===== src/rtl/uart_pkg.sv =====
// rtl/uart_pkg.sv - shared types and constants for the UART transmit arbiter
package uart_pkg;

  // Default byte width handed to the transmitter.
  localparam int UART_DATA_W = 8;

  // Arbiter FSM states, 3-bit encoding.
  typedef enum logic [2:0] {
    ARB_IDLE  = 3'd0,
    ARB_START = 3'd1,
    ARB_XMIT  = 3'd2,
    ARB_GAP   = 3'd3
  } arb_state_e;

endpackage


===== src/rtl/uart_tx_arbiter_rr_pick.sv =====
// rtl/uart_tx_arbiter_rr_pick.sv - combinational round-robin winner search
module rr_pick #(
  parameter int N_REQ = 4,
  parameter int PTR_W = $clog2(N_REQ)
) (
  input  logic [N_REQ-1:0] req_i,
  input  logic [PTR_W-1:0] ptr_i,
  output logic [PTR_W-1:0] win_o,
  output logic             valid_o
);

  logic [PTR_W:0] idx;

  // Walk the search order backwards so the last match written is the first
  // requester at or after ptr (wrapping modulo N_REQ).
  always_comb begin
    win_o   = '0;
    valid_o = 1'b0;
    idx     = '0;
    for (int k = N_REQ - 1; k >= 0; k--) begin
      idx = {1'b0, ptr_i} + (PTR_W+1)'(k);
      if (idx >= (PTR_W+1)'(N_REQ)) begin
        idx = idx - (PTR_W+1)'(N_REQ);
      end
      for (int j = 0; j < N_REQ; j++) begin
        if (idx == (PTR_W+1)'(j) && req_i[j]) begin
          win_o   = idx[PTR_W-1:0];
          valid_o = 1'b1;
        end
      end
    end
  end

endmodule


===== src/rtl/uart_tx_arbiter.sv =====
// rtl/uart_tx_arbiter.sv - round-robin sharing of one UART transmitter
// Optional busy-rise timeout is enabled by defining UART_TX_ARB_TIMEOUT_EN.
module uart_tx_arbiter
  import uart_pkg::*;
#(
  parameter int N_REQ      = 4,
  parameter int DATA_W     = UART_DATA_W,
  parameter int GAP_CYCLES = 0,
  parameter int TIMEOUT    = 1023
) (
  input  logic                    clk,
  input  logic                    rst,
  input  logic [N_REQ-1:0]        req,
  input  logic [N_REQ*DATA_W-1:0] req_data,
  output logic [N_REQ-1:0]        grant,
  output logic [N_REQ-1:0]        ack,
  output logic [DATA_W-1:0]       tx_data,
  output logic                    tx_send,
  input  logic                    tx_busy,
  output logic                    arb_busy,
  output logic                    err
);

  localparam int PTR_W = $clog2(N_REQ);
  localparam int GAP_W = (GAP_CYCLES > 1) ? $clog2(GAP_CYCLES) : 1;
  localparam logic [GAP_W-1:0] GAP_LOAD =
    (GAP_CYCLES > 0) ? GAP_W'(GAP_CYCLES - 1) : '0;

  // Reject out-of-range configurations at elaboration.
  if (N_REQ < 2 || N_REQ > 8 || TIMEOUT < 1) begin : g_param_check
    $error("uart_tx_arbiter: N_REQ must be 2..8 and TIMEOUT >= 1");
  end

  arb_state_e           state_q, state_d;
  logic [PTR_W-1:0]     ptr_q, ptr_d;
  logic [PTR_W-1:0]     win_q, win_d;
  logic [N_REQ-1:0]     grant_q, grant_d;
  logic [N_REQ-1:0]     ack_q, ack_d;
  logic [DATA_W-1:0]    tx_data_q, tx_data_d;
  logic                 tx_send_q, tx_send_d;
  logic [GAP_W-1:0]     gap_q, gap_d;
  logic                 done;

  logic [PTR_W-1:0]     pick_win;
  logic                 pick_valid;
  logic [DATA_W-1:0]    pick_data;

`ifdef UART_TX_ARB_TIMEOUT_EN
  localparam int TO_W = ($clog2(TIMEOUT + 1) > 10) ? $clog2(TIMEOUT + 1) : 10;
  localparam logic [TO_W-1:0] TO_LAST = TO_W'(TIMEOUT - 1);
  logic [TO_W-1:0] to_q, to_d;
  logic            err_q, err_d;
`endif

  rr_pick #(
    .N_REQ (N_REQ),
    .PTR_W (PTR_W)
  ) u_rr_pick (
    .req_i   (req),
    .ptr_i   (ptr_q),
    .win_o   (pick_win),
    .valid_o (pick_valid)
  );

  // Select the winning requester's byte slice.
  always_comb begin
    pick_data = '0;
    for (int k = 0; k < N_REQ; k++) begin
      if (pick_win == PTR_W'(k)) begin
        pick_data = req_data[k*DATA_W +: DATA_W];
      end
    end
  end

  // Next-state and output logic; a finished or aborted frame funnels through 'done'.
  always_comb begin
    state_d   = state_q;
    ptr_d     = ptr_q;
    win_d     = win_q;
    grant_d   = grant_q;
    ack_d     = '0;
    tx_data_d = tx_data_q;
    tx_send_d = tx_send_q;
    gap_d     = gap_q;
    done      = 1'b0;
`ifdef UART_TX_ARB_TIMEOUT_EN
    to_d      = to_q;
    err_d     = 1'b0;
`endif
    case (state_q)
      ARB_IDLE: begin
        // A transmitter still busy from an earlier frame stalls arbitration.
        if (!tx_busy && pick_valid) begin
          win_d     = pick_win;
          grant_d   = N_REQ'(1) << pick_win;
          tx_data_d = pick_data;
          tx_send_d = 1'b1;
          state_d   = ARB_START;
`ifdef UART_TX_ARB_TIMEOUT_EN
          to_d      = '0;
`endif
        end
      end
      ARB_START: begin
        if (tx_busy) begin
          state_d = ARB_XMIT;
`ifdef UART_TX_ARB_TIMEOUT_EN
        end else if (to_q == TO_LAST) begin
          done  = 1'b1;
          err_d = 1'b1;
        end else begin
          to_d = to_q + 1'b1;
`endif
        end
      end
      ARB_XMIT: begin
        if (!tx_busy) begin
          done = 1'b1;
        end
      end
      ARB_GAP: begin
        if (gap_q == '0) begin
          state_d = ARB_IDLE;
        end else begin
          gap_d = gap_q - 1'b1;
        end
      end
      default: begin
        state_d = ARB_IDLE;
      end
    endcase

    if (done) begin
      tx_send_d = 1'b0;
      grant_d   = '0;
      ack_d     = grant_q;
      ptr_d     = (win_q == PTR_W'(N_REQ - 1)) ? '0 : win_q + 1'b1;
      gap_d     = GAP_LOAD;
      state_d   = (GAP_CYCLES > 0) ? ARB_GAP : ARB_IDLE;
    end
  end

  // State and output registers with synchronous active-high reset.
  always_ff @(posedge clk) begin
    if (rst) begin
      state_q   <= ARB_IDLE;
      ptr_q     <= '0;
      win_q     <= '0;
      grant_q   <= '0;
      ack_q     <= '0;
      tx_data_q <= '0;
      tx_send_q <= 1'b0;
      gap_q     <= '0;
`ifdef UART_TX_ARB_TIMEOUT_EN
      to_q      <= '0;
      err_q     <= 1'b0;
`endif
    end else begin
      state_q   <= state_d;
      ptr_q     <= ptr_d;
      win_q     <= win_d;
      grant_q   <= grant_d;
      ack_q     <= ack_d;
      tx_data_q <= tx_data_d;
      tx_send_q <= tx_send_d;
      gap_q     <= gap_d;
`ifdef UART_TX_ARB_TIMEOUT_EN
      to_q      <= to_d;
      err_q     <= err_d;
`endif
    end
  end

  assign grant    = grant_q;
  assign ack      = ack_q;
  assign tx_data  = tx_data_q;
  assign tx_send  = tx_send_q;
  assign arb_busy = (state_q != ARB_IDLE);
`ifdef UART_TX_ARB_TIMEOUT_EN
  assign err      = err_q;
`else
  assign err      = 1'b0;
`endif

endmodule


===== config.mk =====
export PLATFORM = sky130hd
export DESIGN_NAME = uart_tx_arbiter
export DESIGN_NICKNAME = d
export VERILOG_FILES = /design/src/rtl/uart_pkg.sv /design/src/rtl/uart_tx_arbiter_rr_pick.sv /design/src/rtl/uart_tx_arbiter.sv
export SDC_FILE = /design/constraint.sdc
export NUM_CORES = 1
export LEC_CHECK = 0
export BUFFER_PORTS_ARGS = -buffer_cell sky130_fd_sc_hd__buf_2
export CORE_UTILIZATION = 46
export CTS_BUF_LIST = sky130_fd_sc_hd__clkbuf_4 sky130_fd_sc_hd__clkbuf_8
export DETAILED_ROUTE_END_ITERATION = 8
export GPL_TIMING_DRIVEN = 0
export PLACE_DENSITY = 0.82
export RECOVER_POWER = 50
export SLEW_MARGIN = 40
export SYNTH_ARGS = -nofsm -noshare
export SYNTH_HDL_FRONTEND = slang
export SYNTH_SLANG_ARGS = --single-unit

===== constraint.sdc =====
create_clock -name clk -period 2 [get_ports clk]
set_input_delay 0.6 -clock clk [delete_from_list [all_inputs] [get_ports clk]]
set_output_delay 0.6 -clock clk [all_outputs]
set_load 0.02 [all_outputs]

==> impl_metrics.prom, run 1 <==
# TYPE chip_impl_metric gauge
chip_impl_metric{name="dp_cells",unit=""} 280
chip_impl_metric{name="groute.usage.overall",unit="%"} 24.1
chip_impl_metric{name="clock_sinks",unit=""} 23
chip_impl_metric{name="fin_hold_ws",unit="ns"} 0.470
chip_impl_metric{name="synth_seq_cells",unit=""} 23
chip_impl_metric{name="post_route_cells_drive_above_1_share",unit="%"} 44.5
chip_impl_metric{name="seq_area_frac_synth",unit="%"} 29.4
chip_impl_info{name="post_synth_main_area_contributors",value="sky130_fd_sc_hd__dfxtp_1 29%, sky130_fd_sc_hd__o211ai_1 16%, sky130_fd_sc_hd__ha_1 4.8%"} 1
chip_impl_metric{name="place.port_buffers",unit=""} 56
chip_impl_metric{name="worst-path-max-fanout",unit=""} 6
chip_impl_metric{name="fin_crit_sh",unit="%"} 109
chip_impl_info{name="yosysTopAreaCell",value="sky130_fd_sc_hd__dfxtp_1"} 1
chip_impl_metric{name="drt_iter0_drc",unit=""} 70
chip_impl_info{name="failing_checks",value="negative setup slack"} 1
chip_impl_metric{name="syn_to_final_growth",unit="%"} 39.5
chip_impl_metric{name="initial_antenna_violation_count",unit=""} 0
chip_impl_metric{name="postLayoutSetupSlackWorst",unit="ns"} -0.177
chip_impl_info{name="worstSetupEndpointType",value="flop"} 1
chip_impl_metric{name="synth_fp_nets",unit=""} 225
chip_impl_info{name="rsz0062_at_grt",value="true"} 1
chip_impl_info{name="startpoint",value="ptr_q[1]$_SDFFE_PP0P_"} 1
chip_impl_metric{name="post-route-min-period",unit="ns"} 2.18
chip_impl_metric{name="synth.lib_cells_used.distinct",unit=""} 42
chip_impl_metric{name="floorplan.die_area",unit="um^2"} 3640
chip_impl_info{name="cts_tree",value="built"} 1
chip_impl_metric{name="post_drt_wl_per_cell",unit="um"} 14.0
chip_impl_metric{name="sequential_cell_area",unit="um^2"} 468
chip_impl_metric{name="dp_hpwl",unit="um"} 2870
chip_impl_metric{name="die_height",unit="um"} 60.3
chip_impl_metric{name="achievable-frequency",unit="MHz"} 459
chip_impl_metric{name="layout.cells.non_filler",unit=""} 298
chip_impl_info{name="critical_path.startpoint_type",value="flop"} 1
chip_impl_metric{name="synth.mux.area_fraction",unit="%"} 0
chip_impl_metric{name="worst_ep_required_time",unit="ns"} 2.28
chip_impl_metric{name="first_pass_grt_wire_length",unit="um"} 6620
chip_impl_metric{name="synth_compound_area_share",unit="%"} 36.9
chip_impl_info{name="clk_root_buffer_cell",value="sky130_fd_sc_hd__clkbuf_4"} 1
chip_impl_metric{name="synth_adder_area_share",unit="%"} 4.80
chip_impl_metric{name="cell_area_after_layout",unit="um^2"} 2180
chip_impl_info{name="setup.worst_path.class",value="reg -> reg"} 1
chip_impl_metric{name="design_power_total",unit="uW"} 1130
chip_impl_info{name="r2r_start",value="ptr_q[1]$_SDFFE_PP0P_"} 1
chip_impl_metric{name="worst-endpoint-arrival",unit="ns"} 2.45
chip_impl_metric{name="detail_route.wirelength",unit="um"} 4170
chip_impl_metric{name="core_area",unit="um^2"} 3130
chip_impl_metric{name="async_reset_ff_share",unit="%"} 0
chip_impl_metric{name="die-width",unit="um"} 60.3
chip_impl_metric{name="synthesis.area_per_instance",unit="um^2"} 8.70
chip_impl_metric{name="effective_utilization_at_floorplan",unit="%"} 50.0
chip_impl_metric{name="post_synthesis_simple_gate_area_fraction",unit="%"} 19.6
chip_impl_metric{name="timing.clock.skew",unit="ns"} 0.0121
chip_impl_metric{name="post_synth_inst_count",unit=""} 180
chip_impl_metric{name="dp_slack",unit="ns"} -0.381
chip_impl_metric{name="top_level_ports",unit=""} 58
chip_impl_metric{name="hold_buffers",unit=""} 0
chip_impl_metric{name="hold-path-cell-count",unit=""} 2
chip_impl_metric{name="number_of_buffers_created_by_cts",unit=""} 3
chip_impl_metric{name="p_leak",unit="uW"} 0.000938
chip_impl_metric{name="netlist_area",unit="um^2"} 1570
chip_impl_metric{name="hold_viol_final",unit=""} 0
chip_impl_metric{name="r2r.worst_path.cells",unit=""} 8
chip_impl_info{name="min_from",value="tx_busy"} 1
chip_impl_metric{name="max_slew_violations",unit=""} 0
chip_impl_metric{name="detailroute.via_count",unit=""} 1654
chip_impl_metric{name="yosysWarnings",unit=""} 0
chip_impl_metric{name="synth_top_area_share",unit="%"} 29.4
chip_impl_metric{name="clk_pin_slew_worst_paths",unit="ns"} 0.14
chip_impl_info{name="run_status",value="complete, but fails checks"} 1
chip_impl_info{name="mostFrequentLayoutCell",value="sky130_fd_sc_hd__buf_2"} 1
chip_impl_metric{name="max-clock-path-buffers",unit=""} 2
chip_impl_metric{name="n_fill_cell",unit=""} 254
chip_impl_metric{name="routabilityCongestion",unit=""} 0.878
chip_impl_info{name="layout_common_cells",value="52 x sky130_fd_sc_hd__buf_2, 33 x sky130_fd_sc_hd__o211ai_1, 21 x sky130_fd_sc_hd__dfxtp_1"} 1
chip_impl_metric{name="grt_pass1_vias",unit=""} 1472
chip_impl_info{name="hp-class",value="in -> reg"} 1
chip_impl_metric{name="grt.overflow.total",unit=""} 0
chip_impl_metric{name="clk_latency",unit="ns"} 0.32
chip_impl_metric{name="vdd.ir_drop.worst",unit="V"} 0.000374
chip_impl_metric{name="routed_via_density",unit=""} 5.55
chip_impl_metric{name="synthXorXnorAreaFrac",unit="%"} 0.560
chip_impl_metric{name="powerDensity",unit="nW/um^2"} 519
chip_impl_metric{name="drtPass1Iterations",unit=""} 4
chip_impl_metric{name="cts.htree.levels",unit=""} 1
chip_impl_metric{name="residual_drc_count",unit=""} 0
chip_impl_metric{name="synth-edff-count",unit=""} 0
chip_impl_metric{name="maxCapViolCount",unit=""} 0
chip_impl_info{name="worst_r2r_endpoint",value="tx_data[7]$_SDFFE_PP0P_"} 1
chip_impl_metric{name="placedInstanceArea",unit="um^2"} 1970
chip_impl_metric{name="antenna_left",unit=""} 0
chip_impl_metric{name="antenna_cells",unit=""} 0
chip_impl_info{name="hold-path-endpoint",value="state_q[0]$_SDFFE_PP0P_"} 1
chip_impl_metric{name="num-nets-final",unit=""} 300
chip_impl_metric{name="reg2reg_setup_slack",unit="ns"} -0.18
chip_impl_metric{name="footprint_of_the_multi_input_gates",unit="um^2"} 1090
chip_impl_info{name="synth-main-ff-cell",value="sky130_fd_sc_hd__dfxtp_1"} 1
chip_impl_metric{name="grt_start_max_net_pins",unit=""} 14
chip_impl_info{name="synth_top_family_by_area",value="compound AO/OA/AOI/OAI gates"} 1
chip_impl_metric{name="placementRows",unit=""} 20
chip_impl_metric{name="timing.final.setup_violations",unit=""} 12
[per-stage QoR]
stage | TNS, ns | util, %
2_1_floorplan | -0.0605 | -
3_3_place_gp | -4.62 | 63.0
3_5_place_dp | -5.08 | 63.0
6_report | -1.52 | 69.8
5_1_grt | -2.57 | 69.8
4_1_cts | -0.514 | 67.6
[layer usage]
metal / wire length (um) / vias up / GRT usage (%) / part of all wire, %
li1: - / 815 / - / -
met1: 1850 / 769 / 32.9 / 44
met2: 2010 / 64 / 39.2 / 48
met3: 264 / 6 / 4.48 / 6.3
met4: 36 / 0 / 5.65 / 0.86
met5: 0 / - / 0 / 0
[kinds of logic (layout without fill, tap and decap cells)]
| kind of cell | after synthesis | in the layout |
|---|---|---|
| adders and majority gates | 6 | 6 |
| other | 1 | 1 |
| and+or+nand+nor | 55 | 55 |
| xor gates and xnor gates | 1 | 1 |
| AOI/OAI and AO/OA | 66 | 66 |
| DFF | 23 | 23 |
| buffers and inverters | 28 | 102 |
[registers in the layout, indices dropped and copies added, names as in the netlist]
name     flops
ack          4
tx_data      8
win_q        2
grant        4
state_q      2
ptr_q        2
tx_send      1
[worst max-delay path: stages (launching register included)]
cell and delay (ns):
sky130_fd_sc_hd__dfxtp_4 0.40, sky130_fd_sc_hd__ha_2 0.23, sky130_fd_sc_hd__a22o_1 0.28, sky130_fd_sc_hd__a211oi_1 0.39, sky130_fd_sc_hd__o21ai_1 0.18, sky130_fd_sc_hd__a211oi_4 0.26, sky130_fd_sc_hd__buf_4 0.19, sky130_fd_sc_hd__o211ai_1 0.10
sky130_fd_sc_hd__nand3_1 0.09
[worst max path at each step]
stage	slack, ns	end
after floorplan	-0.02	tx_data[6]$_SDFFE_PP0P_
after global placement	-0.35	tx_data[0]$_SDFFE_PP0P_
after detailed placement	-0.38	tx_data[2]$_SDFFE_PP0P_
after CTS	-0.07	tx_data[7]$_SDFFE_PP0P_
after global routing	-0.25	tx_data[2]$_SDFFE_PP0P_
final	-0.18	tx_data[7]$_SDFFE_PP0P_
[cells in the mapped netlist (2+ instances only)]
library cell and count:
sky130_fd_sc_hd__ha_1 6, sky130_fd_sc_hd__a22oi_1 4, sky130_fd_sc_hd__a22oi_2 4, sky130_fd_sc_hd__nand3_1 10
sky130_fd_sc_hd__buf_6 2, sky130_fd_sc_hd__a211oi_1 3, sky130_fd_sc_hd__buf_2 2, sky130_fd_sc_hd__nor2_1 8
sky130_fd_sc_hd__nand2_1 12, sky130_fd_sc_hd__o211ai_1 33, sky130_fd_sc_hd__o21ai_0 2, sky130_fd_sc_hd__nor3_1 3
sky130_fd_sc_hd__dfxtp_1 23, sky130_fd_sc_hd__inv_1 19, sky130_fd_sc_hd__clkbuf_1 2, sky130_fd_sc_hd__a21oi_1 5
sky130_fd_sc_hd__and2_1 4, sky130_fd_sc_hd__a22o_1 3, sky130_fd_sc_hd__nand3b_1 9, sky130_fd_sc_hd__nand2b_1 2
sky130_fd_sc_hd__buf_4 3
[what timing repair did]
item / CTS / global route
hold endpoints to repair: 0 / 0
cloned: 2 / 0
gates resized for setup: 9 / 14
setup buffers: 10 / 2
pin swaps: 17 / 6
endpoints found under the setup margin: 15 / 15
[area by class of cell]
class | count | area share, %
clock inverter | 1 | 0.229
clock buffer | 3 | 1.03
multi-input combinational | 129 | 50.1
sequential | 23 | 21.4
buffer | 9 | 3.50
inverter | 19 | 3.50
timing repair buffer | 70 | 17.7
tap | 44 | 2.52
[report_power, final]
group          internal [uW]  switching [uW]  total (uW)
sequential               489            22.1         511
combinational            174             227         401
clock                   74.9             147         222
total                    738             396        1130
Note: power is estimated with default switching activity, not from simulation.
==> run 2, diff against run 1 <==
--- a/config.mk
+++ b/config.mk
@@ -5,12 +5,12 @@
 export SDC_FILE = /design/constraint.sdc
 export NUM_CORES = 1
 export LEC_CHECK = 0
-export BUFFER_PORTS_ARGS = -buffer_cell sky130_fd_sc_hd__buf_2
-export CORE_UTILIZATION = 46
+export CORE_UTILIZATION = 55
 export CTS_BUF_LIST = sky130_fd_sc_hd__clkbuf_4 sky130_fd_sc_hd__clkbuf_8
 export DETAILED_ROUTE_END_ITERATION = 8
+export DONT_BUFFER_PORTS = 1
 export GPL_TIMING_DRIVEN = 0
-export PLACE_DENSITY = 0.82
+export PLACE_DENSITY = 0.81
 export RECOVER_POWER = 50
 export SLEW_MARGIN = 40
 export SYNTH_ARGS = -nofsm -noshare
==> run 2 against run 1 <==
Compared with the run above:
- the run still ends with negative setup slack left
- combinational power is 16% lower
- flip-flop and latch count stayed put
- sequential share of layout area grew 2.2 points
- design area down 9.3%
- non-clock buffer count is 50 lower
- clock power hardly changed
- worst hold slack worse by 0.13 ns
==> impl_metrics.prom, run 2 (synthesis results as in run 1) <==
# TYPE chip_impl_metric gauge
chip_impl_info{name="worst_r2r_endpoint",value="tx_data[3]$_SDFFE_PP0P_"} 1
chip_impl_info{name="setup.worst_path.class",value="reg -> reg"} 1
chip_impl_metric{name="worst_ep_required_time",unit="ns"} 2.26
chip_impl_metric{name="hold_buffers",unit=""} 0
chip_impl_metric{name="cts.htree.levels",unit=""} 1
chip_impl_metric{name="residual_drc_count",unit=""} 0
chip_impl_metric{name="timing.final.setup_violations",unit=""} 15
chip_impl_metric{name="clk_pin_slew_worst_paths",unit="ns"} 0.14
chip_impl_info{name="hold-path-endpoint",value="state_q[0]$_SDFFE_PP0P_"} 1
chip_impl_metric{name="fin_crit_sh",unit="%"} 111
chip_impl_info{name="run_status",value="complete, but fails checks"} 1
chip_impl_metric{name="r2r.worst_path.cells",unit=""} 9
chip_impl_info{name="rsz0062_at_grt",value="true"} 1
chip_impl_metric{name="place.port_buffers",unit=""} 0
chip_impl_metric{name="p_leak",unit="uW"} 0.000762
chip_impl_metric{name="groute.usage.overall",unit="%"} 27.5
chip_impl_metric{name="post_route_cells_drive_above_1_share",unit="%"} 32.8
chip_impl_metric{name="postLayoutSetupSlackWorst",unit="ns"} -0.222
chip_impl_metric{name="achievable-frequency",unit="MHz"} 450
chip_impl_info{name="min_from",value="rst"} 1
chip_impl_metric{name="routed_via_density",unit=""} 6.50
chip_impl_info{name="layout_common_cells",value="33 x sky130_fd_sc_hd__o211ai_1, 21 x sky130_fd_sc_hd__dfxtp_1, 17 x sky130_fd_sc_hd__buf_4, 17 x sky130_fd_sc_hd__inv_1, 10 x sky130_fd_sc_hd__nand3_1"} 1
chip_impl_info{name="crit_path_cell_trace",value="inv_6 > ha_4 > a22oi_2 > o211ai_1 > a211o_1 > a211oi_4 > buf_6 > o211ai_1 > nand3_1"} 1
chip_impl_metric{name="slowest_delay",unit="ns"} 0.45
chip_impl_metric{name="routabilityCongestion",unit=""} 0.763
chip_impl_metric{name="timing.clock.skew",unit="ns"} 0.0131
chip_impl_metric{name="hold-path-cell-count",unit=""} 1
chip_impl_metric{name="detail_route.wirelength",unit="um"} 4470
chip_impl_info{name="r2r_start",value="ptr_q[1]$_SDFFE_PP0P_"} 1
chip_impl_metric{name="num-nets-final",unit=""} 250
chip_impl_metric{name="hold_viol_final",unit=""} 0
chip_impl_metric{name="effective_utilization_at_floorplan",unit="%"} 60.4
chip_impl_info{name="mostFrequentLayoutCell",value="sky130_fd_sc_hd__o211ai_1"} 1
chip_impl_metric{name="antenna_left",unit=""} 0
chip_impl_metric{name="max_slew_violations",unit=""} 0
chip_impl_metric{name="cell_area_after_layout",unit="um^2"} 1980
chip_impl_metric{name="placedInstanceArea",unit="um^2"} 1670
chip_impl_metric{name="number_of_buffers_created_by_cts",unit=""} 3
chip_impl_metric{name="post_drt_wl_per_cell",unit="um"} 19.1
chip_impl_metric{name="grt_pass1_vias",unit=""} 1514
chip_impl_metric{name="grt.overflow.total",unit=""} 0
chip_impl_metric{name="worst-endpoint-arrival",unit="ns"} 2.48
chip_impl_metric{name="largest_reg_flops",unit=""} 8
chip_impl_metric{name="worst-path-max-fanout",unit=""} 5
chip_impl_metric{name="clock_sinks",unit=""} 23
chip_impl_metric{name="clk_latency",unit="ns"} 0.32
chip_impl_metric{name="initial_antenna_violation_count",unit=""} 0
chip_impl_info{name="worstSetupEndpointType",value="flop"} 1
chip_impl_metric{name="drtPass1Iterations",unit=""} 4
chip_impl_metric{name="syn_to_final_growth",unit="%"} 26.5
chip_impl_metric{name="vdd.ir_drop.worst",unit="V"} 0.000471
chip_impl_metric{name="placementRows",unit=""} 18
chip_impl_metric{name="powerDensity",unit="nW/um^2"} 558
chip_impl_metric{name="antenna_cells",unit=""} 0
chip_impl_info{name="critical_path.startpoint_type",value="flop"} 1
chip_impl_metric{name="floorplan.die_area",unit="um^2"} 3060
chip_impl_metric{name="maxCapViolCount",unit=""} 0
chip_impl_info{name="cts_tree",value="built"} 1
chip_impl_info{name="cp_slowest_cell",value="sky130_fd_sc_hd__dfxtp_4"} 1
chip_impl_metric{name="top_level_ports",unit=""} 58
chip_impl_info{name="critPathMostFrequentCell",value="sky130_fd_sc_hd__o211ai_1"} 1
chip_impl_metric{name="grt_start_max_net_pins",unit=""} 14
chip_impl_info{name="failing_checks",value="negative setup slack"} 1
chip_impl_metric{name="detailroute.via_count",unit=""} 1522
chip_impl_metric{name="first_pass_grt_wire_length",unit="um"} 6840
chip_impl_metric{name="max-clock-path-buffers",unit=""} 2
chip_impl_info{name="hp-class",value="in -> reg"} 1
chip_impl_metric{name="post-route-min-period",unit="ns"} 2.22
chip_impl_metric{name="reg2reg_setup_slack",unit="ns"} -0.22
chip_impl_metric{name="die-width",unit="um"} 55.3
chip_impl_metric{name="die_height",unit="um"} 55.3
chip_impl_info{name="clk_root_buffer_cell",value="sky130_fd_sc_hd__clkbuf_4"} 1
chip_impl_metric{name="drt_iter0_drc",unit=""} 96
chip_impl_metric{name="dp_hpwl",unit="um"} 2860
chip_impl_metric{name="core_area",unit="um^2"} 2590
chip_impl_metric{name="setup_total_negative_slack",unit="ns"} -2.41
chip_impl_metric{name="n_fill_cell",unit=""} 170
==> run 2: changes by cell type in the layout (fill, tap and decap cells not counted), sizes merged <==
cell and delta:
buf -44, clkbuf -6
==> run 2: critical path, delay by kind of cell, from the launching register on <==
| family | cells | cell delay [ns] |
|---|---|---|
| compound gates | 5 | 1.23 |
| flops | 1 | 0.45 |
| buf+inv | 2 | 0.21 |
| fa+ha+maj | 1 | 0.17 |
| simple gates | 1 | 0.10 |
==> run 2: area by class of cell <==
type	instances	area (um^2)	area share (%)
clock buffers	3	22.5	1.14
multi-input cells	129	1110	56.2
clock inverters	1	5.00	0.253
plain buffers	9	82.6	4.17
repair buffers	20	173	8.72
flip-flops and latches	23	468	23.6
well taps	30	37.5	1.90
inverters	19	78.8	3.98
==> run 2: power breakdown <==
part           internal, uW  total [uW]  switching [uW]
Combinational           159         335             176
Clock                  74.9         223             148
Sequential              489         548            59.1
Total                   723        1110             383
==> run 2: how the worst max path moves through the flow <==
stage	from	endpoint	slack, ns	cells after the start
2_1_floorplan	ptr_q[1]$_SDFFE_PP0P_	tx_data[6]$_SDFFE_PP0P_	-0.02	8
3_3_place_gp	ptr_q[1]$_SDFFE_PP0P_	tx_data[2]$_SDFFE_PP0P_	-0.23	8
3_5_place_dp	ptr_q[1]$_SDFFE_PP0P_	tx_data[5]$_SDFFE_PP0P_	-0.29	8
4_1_cts	ptr_q[1]$_SDFFE_PP0P_	tx_data[3]$_SDFFE_PP0P_	-0.17	9
5_1_grt	ptr_q[1]$_SDFFE_PP0P_	grant[1]$_SDFFE_PP0P_	-0.31	10
6_report	ptr_q[1]$_SDFFE_PP0P_	tx_data[3]$_SDFFE_PP0P_	-0.22	9
==> run 2: repair_timing <==
item                       4_1_cts  5_1_grt
setup endpoints to repair       15       15
pin swaps                       11       13
gates resized for setup         16       15
buffers inserted                11        9
==> run 2: per-layer routing <==
metal	wire (um)	global-route usage, %
met5	0	0
met4	66	13.6
met3	274	4.22
met2	2290	48.5
met1	1840	32.1
==> run 2: stage by stage <==
| step | power [uW] | hold slack (ns) | util (%) | setup WS, ns | cells |
|---|---|---|---|---|---|
| after floorplan | 751 | 0.482 | - | -0.0176 | 180 |
| after detailed placement | 798 | 0.514 | 64.6 | -0.294 | 210 |
| after CTS | 1060 | 0.330 | 71.3 | -0.168 | 225 |
| after global placement | 788 | 0.494 | 64.6 | -0.232 | 210 |
| final | 1110 | 0.345 | 76.5 | -0.222 | 234 |
| after global routing | 1160 | 0.333 | 76.5 | -0.311 | 234 |
==> run 3, diff against run 2 <==
--- a/config.mk
+++ b/config.mk
@@ -5,6 +5,7 @@
 export SDC_FILE = /design/constraint.sdc
 export NUM_CORES = 1
 export LEC_CHECK = 0
+export CORE_ASPECT_RATIO = 2
 export CORE_UTILIZATION = 55
 export CTS_BUF_LIST = sky130_fd_sc_hd__clkbuf_4 sky130_fd_sc_hd__clkbuf_8
 export DETAILED_ROUTE_END_ITERATION = 8
==> constraint.sdc (replaced) <==
create_clock -name clk -period 2 [get_ports clk]
set_input_delay 0.5 -clock clk [delete_from_list [all_inputs] [get_ports clk]]
set_output_delay 0.5 -clock clk [all_outputs]
set_load 0.02 [all_outputs]
==> run 3 against run 2 <==
Compared with the run above:
- the run still ends with negative setup slack left
- die area grew 0.43%
- critical path depth unchanged
- count of clock-buffer cells in the layout unchanged
- utilization down 6.6 points
- non-clock buffer count fell by 4
- sequential power hardly changed
- routed wire length is 1.7% lower
- design area decreased by 3.5%
- final cell count is 2.1% lower
- largest cell class unchanged
- largest power group unchanged
==> impl_metrics.prom, run 3 (synthesis results as in run 1) <==
# TYPE chip_impl_metric gauge
chip_impl_metric{name="timing.clock.skew",unit="ns"} 0.00698
chip_impl_metric{name="top_level_ports",unit=""} 58
chip_impl_metric{name="combinationalPowerShare",unit="%"} 26.9
chip_impl_metric{name="floorplan.die_area",unit="um^2"} 3080
chip_impl_metric{name="post_route_cells_drive_above_1_share",unit="%"} 32.5
chip_impl_metric{name="clk_latency",unit="ns"} 0.26
chip_impl_metric{name="clock_sinks",unit=""} 23
chip_impl_metric{name="effective_utilization_at_floorplan",unit="%"} 57.2
chip_impl_metric{name="dp_slack",unit="ns"} -0.340
chip_impl_metric{name="num-nets-final",unit=""} 246
chip_impl_metric{name="fin_hold_ws",unit="ns"} 0.315
chip_impl_metric{name="placementRows",unit=""} 27
chip_impl_metric{name="post_drt_wl_per_cell",unit="um"} 19.2
chip_impl_metric{name="syn_to_final_growth",unit="%"} 22.1
chip_impl_metric{name="grt.overflow.total",unit=""} 0
chip_impl_info{name="setup.worst_path.class",value="reg -> reg"} 1
chip_impl_info{name="worstSetupEndpointType",value="flop"} 1
chip_impl_metric{name="detailroute.via_count",unit=""} 1516
chip_impl_metric{name="first_pass_grt_wire_length",unit="um"} 6840
chip_impl_metric{name="core_area",unit="um^2"} 2740
chip_impl_metric{name="drtPass1Iterations",unit=""} 4
chip_impl_metric{name="worst-path-max-fanout",unit=""} 5
chip_impl_info{name="layout_common_cells",value="33 x sky130_fd_sc_hd__o211ai_1, 21 x sky130_fd_sc_hd__dfxtp_1, 17 x sky130_fd_sc_hd__buf_4, 17 x sky130_fd_sc_hd__inv_1, 10 x sky130_fd_sc_hd__nand3_1"} 1
chip_impl_info{name="failing_checks",value="negative setup slack"} 1
chip_impl_metric{name="timing.final.setup_violations",unit=""} 15
chip_impl_metric{name="number_of_buffers_created_by_cts",unit=""} 3
chip_impl_metric{name="antenna_left",unit=""} 0
chip_impl_metric{name="dp_hpwl",unit="um"} 3160
chip_impl_metric{name="postLayoutCoreUtil",unit="%"} 69.9
chip_impl_metric{name="n_fill_cell",unit=""} 220
chip_impl_metric{name="post-route-min-period",unit="ns"} 2.17
chip_impl_metric{name="routabilityCongestion",unit=""} 0.835
chip_impl_metric{name="achievable-frequency",unit="MHz"} 460
chip_impl_info{name="run_status",value="complete, but fails checks"} 1
chip_impl_info{name="hp-class",value="in -> reg"} 1
chip_impl_info{name="rsz0062_at_grt",value="true"} 1
chip_impl_info{name="critical_path.startpoint_type",value="flop"} 1
chip_impl_metric{name="clk_pin_slew_worst_paths",unit="ns"} 0.08
chip_impl_metric{name="groute.usage.overall",unit="%"} 31.4
chip_impl_metric{name="internal_power",unit="uW"} 766
chip_impl_metric{name="antenna_cells",unit=""} 0
chip_impl_info{name="cts_tree",value="built"} 1
chip_impl_metric{name="power_switching",unit="uW"} 372
chip_impl_metric{name="layout.cells.non_filler",unit=""} 229
chip_impl_metric{name="grt_pass1_vias",unit=""} 1585
chip_impl_metric{name="routed_via_density",unit=""} 6.62
chip_impl_metric{name="clkPwrFrac",unit="%"} 25.1
chip_impl_metric{name="largest_reg_flops",unit=""} 8
chip_impl_metric{name="powerDensity",unit="nW/um^2"} 595
chip_impl_metric{name="drt_iter0_drc",unit=""} 55
chip_impl_metric{name="die-width",unit="um"} 39.7
chip_impl_metric{name="seqPwrFrac",unit="%"} 48.0
chip_impl_metric{name="maxCapViolCount",unit=""} 0
chip_impl_metric{name="hold_viol_final",unit=""} 0
chip_impl_metric{name="detail_route.wirelength",unit="um"} 4390
chip_impl_metric{name="vdd.ir_drop.worst",unit="V"} 0.000522
chip_impl_metric{name="die_height",unit="um"} 77.4
chip_impl_metric{name="worst-endpoint-arrival",unit="ns"} 2.38
chip_impl_metric{name="initial_antenna_violation_count",unit=""} 0
chip_impl_metric{name="p_leak",unit="uW"} 0.000735
chip_impl_info{name="mostFrequentLayoutCell",value="sky130_fd_sc_hd__o211ai_1"} 1
chip_impl_metric{name="dp_cells",unit=""} 209
chip_impl_metric{name="fin_crit_sh",unit="%"} 109
chip_impl_metric{name="max_slew_violations",unit=""} 0
chip_impl_metric{name="grt_start_max_net_pins",unit=""} 14
chip_impl_metric{name="power_switching_share",unit="%"} 32.7
chip_impl_metric{name="cts.htree.levels",unit=""} 1
chip_impl_metric{name="worst_ep_required_time",unit="ns"} 2.21
chip_impl_info{name="clk_root_buffer_cell",value="sky130_fd_sc_hd__clkbuf_8"} 1
chip_impl_metric{name="residual_drc_count",unit=""} 0
chip_impl_metric{name="postLayoutSetupSlackWorst",unit="ns"} -0.175
chip_impl_metric{name="place.port_buffers",unit=""} 0
chip_impl_metric{name="max-clock-path-buffers",unit=""} 2
==> run 3: cell count changes in the layout (fill, tap and decap cells not counted), sizes merged <==
cell  previous run  this run
buf             27        23
==> run 3: worst paths after layout <==
check                              from                       to  slack (ns)  depth (start not counted)
setup reg to reg  ptr_q[1]$_SDFFE_PP0P_  tx_data[3]$_SDFFE_PP0P_       -0.17                          9
hold reg to reg   win_q[1]$_SDFFE_PP0P_    win_q[1]$_SDFFE_PP0P_        0.53                          2
setup / recovery  ptr_q[1]$_SDFFE_PP0P_  tx_data[3]$_SDFFE_PP0P_       -0.17                          9
hold / removal                      rst  state_q[0]$_SDFFE_PP0P_        0.32                          1
==> run 3: metrics by stage <==
stage | instance area (um^2) | power [uW] | TNS (ns)
finish | 1910 | 1140 | -1.67
global route | 1910 | 1180 | -3.49
CTS | 1870 | 1120 | -0.972
detailed placement | 1670 | 803 | -4.00
global placement | 1670 | 789 | -2.99
floorplan | 1640 | 751 | -0.0605
==> run 3: timing repair <==
action,4_1_cts,5_1_grt
setup buffers,13,3
pin swaps,9,5
hold buffers,0,0
gates resized for setup,13,6
setup endpoints to repair,15,15
==> run 3: power by group through the flow <==
stage,Clock [uW],Combinational [uW],Sequential [uW]
after floorplan,0,202,550
after global routing,303,331,549
final,285,306,547
after detailed placement,0,245,558
after global placement,0,233,556
after CTS,288,284,546
==> run 3: worst max-delay path, cell delays in order (launching register included) <==
cell	delay, ns
sky130_fd_sc_hd__dfxtp_4	0.39
sky130_fd_sc_hd__inv_4	0.06
sky130_fd_sc_hd__ha_4	0.18
sky130_fd_sc_hd__a22oi_2	0.27
sky130_fd_sc_hd__o211ai_1	0.22
sky130_fd_sc_hd__a211o_1	0.36
sky130_fd_sc_hd__a211oi_4	0.28
sky130_fd_sc_hd__buf_6	0.15
sky130_fd_sc_hd__o211ai_1	0.11
sky130_fd_sc_hd__nand3_1	0.10
==> run 3: layout make-up <==
class                           count  area, um^2  share of cell area, %
Multi-Input combinational cell    129        1080                   56.7
Clock buffer                        3        41.3                   2.16
Clock inverter                      1        5.00                  0.262
Tap cell                           29        36.3                   1.90
Inverter                           19        73.8                   3.86
Timing Repair Buffer               16         128                   6.68
Sequential cell                    23         468                   24.5
Buffer                              9        75.1                   3.93
==> run 3: per-layer routing <==
metal  vias up  routed length (um)  track usage [%]
met5         -                   0                0
met4         0                 191             17.6
met3        20                 164             5.43
met2        61                2560             57.5
met1       727                1470             28.6
li1        708                   -                -
